[config.mk]
export PLATFORM = sky130hd
export DESIGN_NAME = vls_sequencer
export DESIGN_NICKNAME = d
export VERILOG_FILES = /design/src/rtl/cvp14_pkg.sv /design/src/rtl/vls_pipe_stage.sv /design/src/rtl/vls_sequencer.sv
export SDC_FILE = /design/constraint.sdc
export NUM_CORES = 1
export LEC_CHECK = 0
export ABC_AREA = 1
export CAP_MARGIN = 10
export CORE_MARGIN = 5
export CORE_UTILIZATION = 40
export DETAILED_ROUTE_END_ITERATION = 8
export PLACE_DENSITY = 0.66
export SLEW_MARGIN = 5
export SYNTH_ARGS = -nofsm -noshare
export SYNTH_HDL_FRONTEND = slang
export SYNTH_SLANG_ARGS = --single-unit
[constraint.sdc]
create_clock -name Clk1 -period 1.5 [get_ports Clk1]
set_input_delay 0.3 -clock Clk1 [delete_from_list [all_inputs] [get_ports Clk1]]
set_output_delay 0.3 -clock Clk1 [all_outputs]
set_load 0.05 [all_outputs]
[src/rtl/cvp14_pkg.sv]
// Shared definitions for the vector datapath: opcode constants, default
// widths for the vector register / memory interface, and the load/store
// sequencer state encoding.
package cvp14_pkg;

  localparam logic [3:0] OP_NOP = 4'b0000;
  localparam logic [3:0] OP_VLD = 4'b0100;
  localparam logic [3:0] OP_VST = 4'b0101;

  localparam int NUM_ELEM_D = 16;
  localparam int DATA_W_D   = 16;
  localparam int ADDR_W_D   = 16;

  typedef enum logic [1:0] {
    S_IDLE  = 2'd0,
    S_ISSUE = 2'd1,
    S_DRAIN = 2'd2,
    S_DONE  = 2'd3
  } seq_state_e;

endpackage

[src/rtl/vls_pipe_stage.sv]
// Two-deep shift register carrying {valid, element index, word} from the
// issue stage to the write stage of a vector load/store transfer.
// The word carried here is the element's memory address, so the store write
// stage gets base+k without recomputing it.
// Ports:
//   Clk1, Reset            clock, synchronous active-high reset
//   in_valid/in_idx/in_word  values being registered into the issue stage
//   out_valid/out_idx/out_word  same values two cycles later
module vls_pipe_stage #(
  parameter int IDX_W  = 4,
  parameter int WORD_W = 16
) (
  input  logic              Clk1,
  input  logic              Reset,
  input  logic              in_valid,
  input  logic [IDX_W-1:0]  in_idx,
  input  logic [WORD_W-1:0] in_word,
  output logic              out_valid,
  output logic [IDX_W-1:0]  out_idx,
  output logic [WORD_W-1:0] out_word
);

  logic [2:1]             vld_pipe;
  logic [2:1][IDX_W-1:0]  idx_pipe;
  logic [2:1][WORD_W-1:0] word_pipe;

  always_ff @(posedge Clk1) begin
    if (Reset) begin
      vld_pipe  <= '0;
      idx_pipe  <= '0;
      word_pipe <= '0;
    end else begin
      vld_pipe  <= {vld_pipe[1], in_valid};
      idx_pipe  <= {idx_pipe[1], in_idx};
      word_pipe <= {word_pipe[1], in_word};
    end
  end

  assign out_valid = vld_pipe[2];
  assign out_idx   = idx_pipe[2];
  assign out_word  = word_pipe[2];

endmodule

[src/rtl/vls_sequencer.sv]
// Vector load/store sequencer. Moves NUM_ELEM elements between the 16-bit
// memory bus and the vector register file's serial element port, one
// element per cycle, in a three-stage pipeline:
//   stage 1: issue read (RD for vld, vRD_s for vst) for element k
//   stage 2: read data returns and is sampled
//   stage 3: write (vWR_s for vld, WR for vst) of element k
// Ports:
//   Clk1, Reset                  clock, synchronous active-high reset
//   start/is_store/base_addr/vreg  request, sampled while busy=0
//   busy, done                   transfer in progress / completion pulse
//   Addr, RD, WR, DataOut, DataIn  memory bus
//   vAddr, vElem, vRD_s, vOutS, vWR_s, vInS  vector register serial port
// All outputs are registered; address/data outputs hold when their strobe
// is low.
module vls_sequencer
  import cvp14_pkg::*;
#(
  parameter int NUM_ELEM = NUM_ELEM_D,
  parameter int ADDR_W   = ADDR_W_D,
  parameter int DATA_W   = DATA_W_D,
  parameter int EIDX_W   = $clog2(NUM_ELEM)
) (
  input  logic              Clk1,
  input  logic              Reset,
  input  logic              start,
  input  logic              is_store,
  input  logic [ADDR_W-1:0] base_addr,
  input  logic [2:0]        vreg,
  output logic              busy,
  output logic              done,
  output logic [ADDR_W-1:0] Addr,
  output logic              RD,
  output logic              WR,
  output logic [DATA_W-1:0] DataOut,
  input  logic [DATA_W-1:0] DataIn,
  output logic [2:0]        vAddr,
  output logic [EIDX_W-1:0] vElem,
  output logic              vRD_s,
  input  logic [DATA_W-1:0] vOutS,
  output logic              vWR_s,
  output logic [DATA_W-1:0] vInS
);

  localparam logic [EIDX_W-1:0] K_LAST = EIDX_W'(NUM_ELEM - 1);

  seq_state_e        state;
  logic              st_r;
  logic [2:0]        vreg_r;
  logic [EIDX_W-1:0] k;
  logic [ADDR_W-1:0] iaddr;
  logic              drain_cnt;

  // Issue-stage values for the next cycle. On acceptance they come straight
  // from the request inputs so cycle 1 issues element 0 without a bubble.
  logic              accept;
  logic              iss_v_nxt;
  logic              iss_st_nxt;
  logic [EIDX_W-1:0] k_nxt;
  logic [ADDR_W-1:0] addr_nxt;
  logic [2:0]        vreg_nxt;

  logic              p_valid;
  logic [EIDX_W-1:0] p_idx;
  logic [ADDR_W-1:0] p_addr;

  always_comb begin
    accept     = start && (state == S_IDLE || state == S_DONE);
    iss_v_nxt  = accept || (state == S_ISSUE && k != K_LAST);
    iss_st_nxt = accept ? is_store  : st_r;
    k_nxt      = accept ? '0        : k + 1'b1;
    addr_nxt   = accept ? base_addr : iaddr + 1'b1;
    vreg_nxt   = accept ? vreg      : vreg_r;
  end

  // The pipe sees element k as it enters the issue stage; its output is
  // valid during the data-return cycle, which is when stage 3 is loaded.
  vls_pipe_stage #(
    .IDX_W  (EIDX_W),
    .WORD_W (ADDR_W)
  ) u_pipe (
    .Clk1      (Clk1),
    .Reset     (Reset),
    .in_valid  (iss_v_nxt),
    .in_idx    (k_nxt),
    .in_word   (addr_nxt),
    .out_valid (p_valid),
    .out_idx   (p_idx),
    .out_word  (p_addr)
  );

  always_ff @(posedge Clk1) begin
    if (Reset) begin
      state     <= S_IDLE;
      st_r      <= 1'b0;
      vreg_r    <= '0;
      k         <= '0;
      iaddr     <= '0;
      drain_cnt <= 1'b0;
      busy      <= 1'b0;
      done      <= 1'b0;
      Addr      <= '0;
      RD        <= 1'b0;
      WR        <= 1'b0;
      DataOut   <= '0;
      vAddr     <= '0;
      vElem     <= '0;
      vRD_s     <= 1'b0;
      vWR_s     <= 1'b0;
      vInS      <= '0;
    end else begin
      done <= 1'b0;

      case (state)
        S_IDLE, S_DONE: begin
          if (accept) begin
            state  <= S_ISSUE;
            busy   <= 1'b1;
            st_r   <= is_store;
            vreg_r <= vreg;
          end else begin
            state <= S_IDLE;
          end
        end
        S_ISSUE: begin
          if (k == K_LAST) begin
            state     <= S_DRAIN;
            drain_cnt <= 1'b0;
          end
        end
        S_DRAIN: begin
          drain_cnt <= 1'b1;
          if (drain_cnt) begin
            state <= S_DONE;
            busy  <= 1'b0;
            done  <= 1'b1;
          end
        end
        default: state <= S_IDLE;
      endcase

      if (iss_v_nxt) begin
        k     <= k_nxt;
        iaddr <= addr_nxt;
      end

      // Stage 1: read strobes and their addresses.
      RD    <= iss_v_nxt && !iss_st_nxt;
      vRD_s <= iss_v_nxt &&  iss_st_nxt;
      if (iss_v_nxt) begin
        if (iss_st_nxt) begin
          vAddr <= vreg_nxt;
          vElem <= k_nxt;
        end else begin
          Addr <= addr_nxt;
        end
      end

      // Stage 3: write strobes with the word returned this cycle. Stage 1
      // and stage 3 of one transfer never touch the same output, and two
      // transfers never overlap, so Addr/vAddr/vElem have one writer per edge.
      WR    <= p_valid &&  st_r;
      vWR_s <= p_valid && !st_r;
      if (p_valid) begin
        if (st_r) begin
          Addr    <= p_addr;
          DataOut <= vOutS;
        end else begin
          vAddr <= vreg_r;
          vElem <= p_idx;
          vInS  <= DataIn;
        end
      end
    end
  end

endmodule

==> results.md, run 1 <==
- Setup crit end kind: register
- Relative slew margins: 57.1%
- Layout cells sized above 1: 29.8%
- FILL cells: 986
- LEAKAGE: 3.45 nW
- DIE WIDTH: 123 µm
- IO buf count: 115
- Setup ws final: -0.173 ns
- R2R cell count: 10
- Synthesis-stage register bit count: 130
- Setup slack, reg-to-reg: -0.17 ns
- Clock Path Buffers: 2
- Post-synth top flop: dfxtp_1
- Final worst-path cycle share: 112%
- Inserted Clock Buffers: 17
- Initial antenna violation count: 0
- Status: finished with violations
- Cts hold-fix bufs: 0
- Die Span Y: 123 µm
- DR pass1 iterations: 5
- Non-filler cells, final: 974
- Failing checks: negative setup slack
- PD cells: 2010 nW/µm²
- CTS Root Cell: clkbuf_16
- Class of the worst hold path: primary input to register
- Final instance area: 8270 µm²
- Yosys cell types: 37
- CP peak stage delay: 0.33 ns
- CP required: 1.81 ns
- Post-synth ARST share: 0%
- Placed Instances: 928
- Crit Reg-Reg Startpoint: state[0]
- Synthesized area per cell: 7.98 µm²
- Area Overhead vs Synth: 62.5%
- Data arrival time of the critical path: 1.98 ns
- CTS clk-pin slew, worst paths: 0.05 ns
- HP Start: Reset
- Initial Util: 40.5%
- EDFF count, synth: 0
- Area occupied by multi-input gates: 2340 µm²
- WL/cell: 15.2 µm
- Worst slew pin tran: 0.643 ns
- Post-synth net total: 697
- Ys Warns: 0
- Fin. Hold Viols: 0
- Hold Crit Depth: 3
- Worst-path fanout max: 8
- Vias: 4,835
- GRT overflow: 0
- Area after DPL: 7220 µm²
- DP Wirelength: 9820 µm
- Fin. max-slew vios: 0
- Htree depth: 4
- # diodes: 0
- Startpoint types: register
- Post-layout min period: 1.67 ns
- Total Wirelength: 14,800 µm
- CTS tree: done
- Number of global-route vias before repair: 4,528
- Die area: 15,100 µm²
- RSZ-0062 raised after global routing: yes
- CP Class: register to register
- Hold path endpoint: vWR_s
- Crit-path slowest cell: dfxtp_2
- Max IR drop VDD: 1.13 mV
- Total track usage: 18.4%
- Core area: 12,600 µm²
- Seq/Total Area, Yosys: 51.1%
- Mapped Cells: 638
- Clock Sinks: 130
- First-pass GRT wire length: 21,900 µm
- Num rows: 41
- Clock Skew: 0.00336 ns
- CP Buf/Inv Count: 4
- Top cell type's share of synthesized area: 51.1%
- Max Cap Viol: 0
- Vias per std cell: 4.96
- Critical path's top delay family: simple AND/OR/NAND/NOR gates
- Seq. cell area: 2610 µm²
- Worst r2r dst: iaddr[8]
- Dominant cells by area after synthesis: dfxtp_1 51%, nor2_1 6.9%, nand2_1 6.8%, o21ai_0 5.8%, inv_1 5.3%
- Final setup fails: 47
- Fmax: 0.598 GHz
- Post-Synthesis Cell Area: 5090 µm²
- DRC Markers: 0
- Initial drt markers: 349
- Critical Path, Cell by Cell: inv_2 > ha_4 > nand2_8 > buf_6 > buf_12 > or2_4 > nand2_4 > nand2_2 > nand3_2 > inv_1
- Nets@finish: 848
- RePlAce Congestion: 0.861
- Latest clock arrival within the worst-skew pair: 0.41 ns
- Most frequent cell after synthesis: dfxtp_1
- Cell accounting for the most synthesized area: dfxtp_1
- # IOs: 116
- Synth top cells by count: 130 x dfxtp_1, 93 x nor2_1, 92 x nand2_1
- Largest net degree at the start of global routing: 55
- DRT antenna net count: 0
what timing repair did:
action                     CTS  global route
gates cloned                 0             4
pin swaps                    4            15
setup buffers                2             9
gates resized for setup     36            73
setup endpoints to repair   45            70
final cells by class:
| type | count | share of cell area, % |
|---|---|---|
| Clock buffer | 22 | 5.73 |
| Clock inverter | 10 | 1.30 |
| Inverter | 77 | 3.60 |
| Multi-Input combinational cell | 399 | 28.3 |
| Sequential cell | 130 | 31.6 |
| Tap cell | 172 | 2.60 |
| Timing Repair Buffer | 163 | 26.8 |
| Timing Repair inverter | 1 | 0.0907 |
state kept, by name, summed over array words and instances, names as in the netlist, 2 cells and up:
register / count
u_pipe.out_idx: 4
DataOut: 16
u_pipe.word_pipe: 16
Addr: 16
k: 4
u_pipe.vld_pipe: 2
u_pipe.out_word: 16
state: 2
iaddr: 16
vreg_r: 3
u_pipe.idx_pipe: 4
vElem: 4
vAddr: 3
vInS: 16
worst max-delay path by stage:
| stage | from | end | slack [ns] | depth (start not counted) |
|---|---|---|---|---|
| finish | state[0] | iaddr[8] | -0.17 | 10 |
| global route | state[0] | Addr[0] | -0.27 | 10 |
| CTS | state[0] | Addr[0] | -0.13 | 10 |
| detailed placement | start | Addr[1] | -0.45 | 9 |
| global placement | start | iaddr[8] | -0.43 | 10 |
| floorplan | state[0] | Addr[10] | -0.04 | 9 |
cells by family after synthesis:
| family | after synthesis | synth area share [%] |
|---|---|---|
| flops | 130 | 51.1 |
| simple gates | 253 | 21.8 |
| fa+ha+maj | 4 | 0.983 |
| xor+xnor | 3 | 0.516 |
| compound gates | 139 | 16.6 |
| buf+inv | 109 | 8.97 |
layer usage:
metal,track usage [%],up-vias,routed length [µm]
met1,22.4,2280,6160
li1,-,2365,-
met2,31.5,165,7420
met3,4.79,25,892
met5,0,-,0
met4,6.37,0,293
report_power, final:
part           switching, mW  internal (mW)
logic                   4.06           3.46
clock network           1.46           2.56
registers              0.736           4.38
total                   6.26           10.4
metrics by stage:
stage	setup WS, ns	setup TNS [ns]	hold slack (ns)	power (mW)	utilization, %
finish	-0.173	-4.06	0.319	16.7	65.8
global route	-0.270	-7.46	0.342	17.5	65.8
CTS	-0.126	-1.78	0.311	15.9	62.9
detailed placement	-0.451	-17.68	0.396	11.6	57.4
global placement	-0.430	-15.69	0.388	11.5	57.4
floorplan	-0.0434	-0.397	0.388	8.63	-
placed cells by master, fill, tap and decap left out, types with 9 or more instances in the layout:
| cell type | n |
|---|---|
| a21oi_1 | 28 |
| a21oi_2 | 12 |
| a22o_1 | 16 |
| buf_12 | 64 |
| buf_4 | 35 |
| clkbuf_16 | 19 |
| clkdlybuf4s50_1 | 53 |
| dfxtp_1 | 121 |
| dfxtp_2 | 9 |
| inv_1 | 68 |
| nand2_1 | 76 |
| nand2_2 | 14 |
| nand3_1 | 25 |
| nor2_1 | 88 |
| o211ai_1 | 10 |
| o21ai_0 | 42 |
| o21ai_1 | 15 |
worst register-to-register path, delay by kind of cell (launching register included):
kind	cells	cell delay (ns)
buf+inv	4	0.38
fa+ha+maj	1	0.29
simple gates	5	0.58
flops	1	0.33
No activity file was read; power rests on OpenSTA's default activity.
==> inputs of run 2 (changes only) <==
SLEW_MARGIN = unset   (was 5)
==> results of run 2 <==
No change in the layout: final DEF, timing and power equal those of run 1.
==> inputs of run 3 (changes only) <==
ABC_AREA = 0   (was 1)
==> results.md, run 3 <==
- Status: finished with violations
- Failing checks: negative setup slack
- WL/cell: 18.2 µm (+20%)
- RSZ-0062 raised after global routing: yes
- RePlAce Congestion: 0.804 (-6.6%)
- DR pass1 iterations: 5 (unchanged)
- Initial antenna violation count: 0 (unchanged)
- Critical Path, Cell by Cell: inv_4 > ha_4 > and2_4 > buf_8 > buf_12 > buf_12 > buf_4 > nor4b_4 > a211oi_2 > nor3_1
- CTS clk-pin slew, worst paths: 0.05 ns (about the same)
- Total Wirelength: 17,800 µm (+21%)
- Setup crit end kind: register
- Class of the worst hold path: primary input to register
- Htree depth: 4 (unchanged)
- EDFF count, synth: 0 (unchanged)
- Die area: 15,100 µm² (+0.25%)
- Setup ws final: -0.401 ns (-0.227 ns)
- Commonest cells after routing, fill and taps aside: 115 x dfxtp_1, 92 x nand2_1, 72 x buf_12
- Layout cells sized above 1: 43.1% (+13 points)
- Post-Synth Simple-Gate Area: 23.0% (+1.1 points)
- Post-layout min period: 1.90 ns (+0.227 ns)
- Dominant cells by area after synthesis: dfxtp_1 51%, nand2_1 7.7%, a21oi_1 6.7%, nor2_1 4.3%, nor2b_1 3.6%
- Synthesis-stage register bit count: 130 (unchanged)
- Initial Util: 40.6% (+0.11 points)
- Post-Synthesis Cell Area: 5110 µm² (+0.27%)
- CP Class: register to register
- # IOs: 116 (unchanged)
- Max Cap Viol: 0 (unchanged)
- Crit-path slowest cell: dfxtp_4
- Area after DPL: 7710 µm² (+6.8%)
- Synth top cells by count: 130 x dfxtp_1, 105 x nand2_1, 68 x a21oi_1
- Clock Skew: 0.00490 ns (+0.00154 ns)
- Inserted Clock Buffers: 17 (unchanged)
- Hold Crit Depth: 2 (-1)
- GRT overflow: 0 (unchanged)
- IO buf count: 115 (unchanged)
- Nets@finish: 853 (+0.59%)
- Core area: 12,600 µm² (unchanged)
- Pre-CTS setup slack: -0.680 ns (-0.229 ns)
- CP required: 1.83 ns (+0.02 ns)
- Latest clock arrival within the worst-skew pair: 0.42 ns (about the same)
- Final instance area: 9460 µm² (+14%)
- Startpoint types: register
- LEAKAGE: 3.61 nW (+4.8%)
- CTS Root Cell: clkbuf_16
- Final worst-path cycle share: 127% (+15 points)
- CTS tree: done
- Fmax: 0.526 GHz (-12%)
- DRT antenna net count: 0 (unchanged)
- Post-synth net total: 644 (-7.6%)
- Vias: 5,123 (+6.0%)
- Relative slew margins: 72.2% (+15 points)
- Data arrival time of the critical path: 2.23 ns (+0.25 ns)
- R2R cell count: 10 (unchanged)
- Fin. Hold Viols: 0 (unchanged)
- Post-synth ARST share: 0% (unchanged)
- Hold Slack: 0.307 ns (-0.0118 ns)
- Num rows: 41 (unchanged)
- DP Wirelength: 10,200 µm (+3.5%)
- Mapped Cells: 585 (-8.3%)
- Initial drt markers: 328 (-6.0%)
- CP peak stage delay: 0.38 ns (+0.05 ns)
- Die Span Y: 123 µm (+0.13%)
- Commonest non-fill, non-tap cell in the layout: dfxtp_1
- First-pass GRT wire length: 26,200 µm (+20%)
- Ys Warns: 0 (unchanged)
- Largest net degree at the start of global routing: 37 (-33%)
- Worst-path fanout max: 5 (-3)
- DIE WIDTH: 123 µm (+0.13%)
- Post-synth top flop: dfxtp_1
- Vias per std cell: 5.24 (+5.6%)
- Most frequent cell after synthesis: dfxtp_1
- Top cell type's share of synthesized area: 51.0% (-0.14 points)
- Synthesized area per cell: 8.73 µm² (+9.4%)
- Critical path depth in cells: 10 (unchanged)
- Mux contribution to synthesized area: 1.76% (+1.8 points)
- Complex-gate fraction of the synthesized area: 16.8% (+0.20 points)
- FILL cells: 802 (-19%)
- Yosys cell types: 53 (+43%)
- Critical path's most frequent cell: buf_12
- Fin. max-slew vios: 0 (unchanged)
- Final setup fails: 63 (+34%)
- Cell accounting for the most synthesized area: dfxtp_1
- Worst slew pin tran: 0.416 ns (-0.227 ns)
- PD cells: 1990 nW/µm² (-1.1%)
- # diodes: 0 (unchanged)
- Cts hold-fix bufs: 0 (unchanged)
- DRC Markers: 0 (unchanged)
- Clock Sinks: 130 (unchanged)
- Total track usage: 22.2% (+3.8 points)
- Critical path's top delay family: buffers and inverters
- Area Overhead vs Synth: 85.3%
- Seq/Total Area, Yosys: 51.0% (-0.14 points)
- Post-synthesis adder-cell area fraction: 0.980% (-0.0026 points)
- Clock Path Buffers: 2 (unchanged)
- Largest family of logic cells by synthesized area: simple AND/OR/NAND/NOR gates
- CP Buf/Inv Count: 5 (+1)
- Max IR drop VDD: 0.872 mV (-23%)
- Number of global-route vias before repair: 5,269 (+16%)
- Xor and xnor area share after synthesis: 2.57% (+2.1 points)
-- run 3: layer usage --
layer  part of all wire (%)  global-route usage (%)
met1                     37                    25.4
met2                     53                    38.6
met3                    5.9                    6.18
met4                    3.6                    10.3
met5                      0                       0
-- run 3: path summary, 6_finish.rpt --
check | from | endpoint | slack (ns)
worst max register to register | state[0] | vElem[0] | -0.40
worst min register to register | u_pipe.word_pipe[8] | u_pipe.out_word[8] | 0.44
worst min-delay path | Reset | busy | 0.31
worst max-delay path | state[0] | vElem[0] | -0.40
-- run 3: cell families (layout without fill, tap and decap cells) --
logic type / after synthesis / after routing
AND/OR/NAND/NOR: 241 / 244
AO/OA/AOI/OAI: 138 / 139
flip-flops: 130 / 130
buffers and inverters: 48 / 264
XOR/XNOR: 15 / 15
multiplexers: 9 / 9
adder cells (fa/ha/maj): 4 / 4
-- run 3: per-stage QoR --
stage	total power, mW	utilization [%]	setup TNS, ns	instances
floorplan	8.78	-	-3.40	585
global placement	11.7	61.3	-25.38	909
detailed placement	11.9	61.3	-28.05	909
CTS	17.2	70.6	-12.74	964
global route	19.6	75.3	-19.59	977
finish	18.8	75.3	-15.62	977
-- run 3: what timing repair did --
action,CTS,global route
pin swaps,27,42
cloned,5,1
hold endpoints to repair,0,0
endpoints found under the setup margin,70,68
gates resized for setup,103,105
setup buffers,21,17
-- run 3: power breakdown --
group	switching [mW]	internal [mW]	leakage (nW)	total (mW)
clock network	1.43	2.29	0.271	3.72
registers	0.759	4.31	1.07	5.07
logic	4.95	5.09	2.27	10.0
total	7.14	11.7	3.61	18.8
-- run 3: area by class of cell --
class / count / area, µm² / share of cell area (%)
clock inverters: 6 / 30.0 / 0.317
multi-input cells: 411 / 3140 / 33.1
flip-flops and latches: 130 / 2630 / 27.8
inverters: 9 / 38.8 / 0.410
clock buffers: 24 / 502 / 5.30
repair buffers: 225 / 2910 / 30.7
well taps: 172 / 215 / 2.27
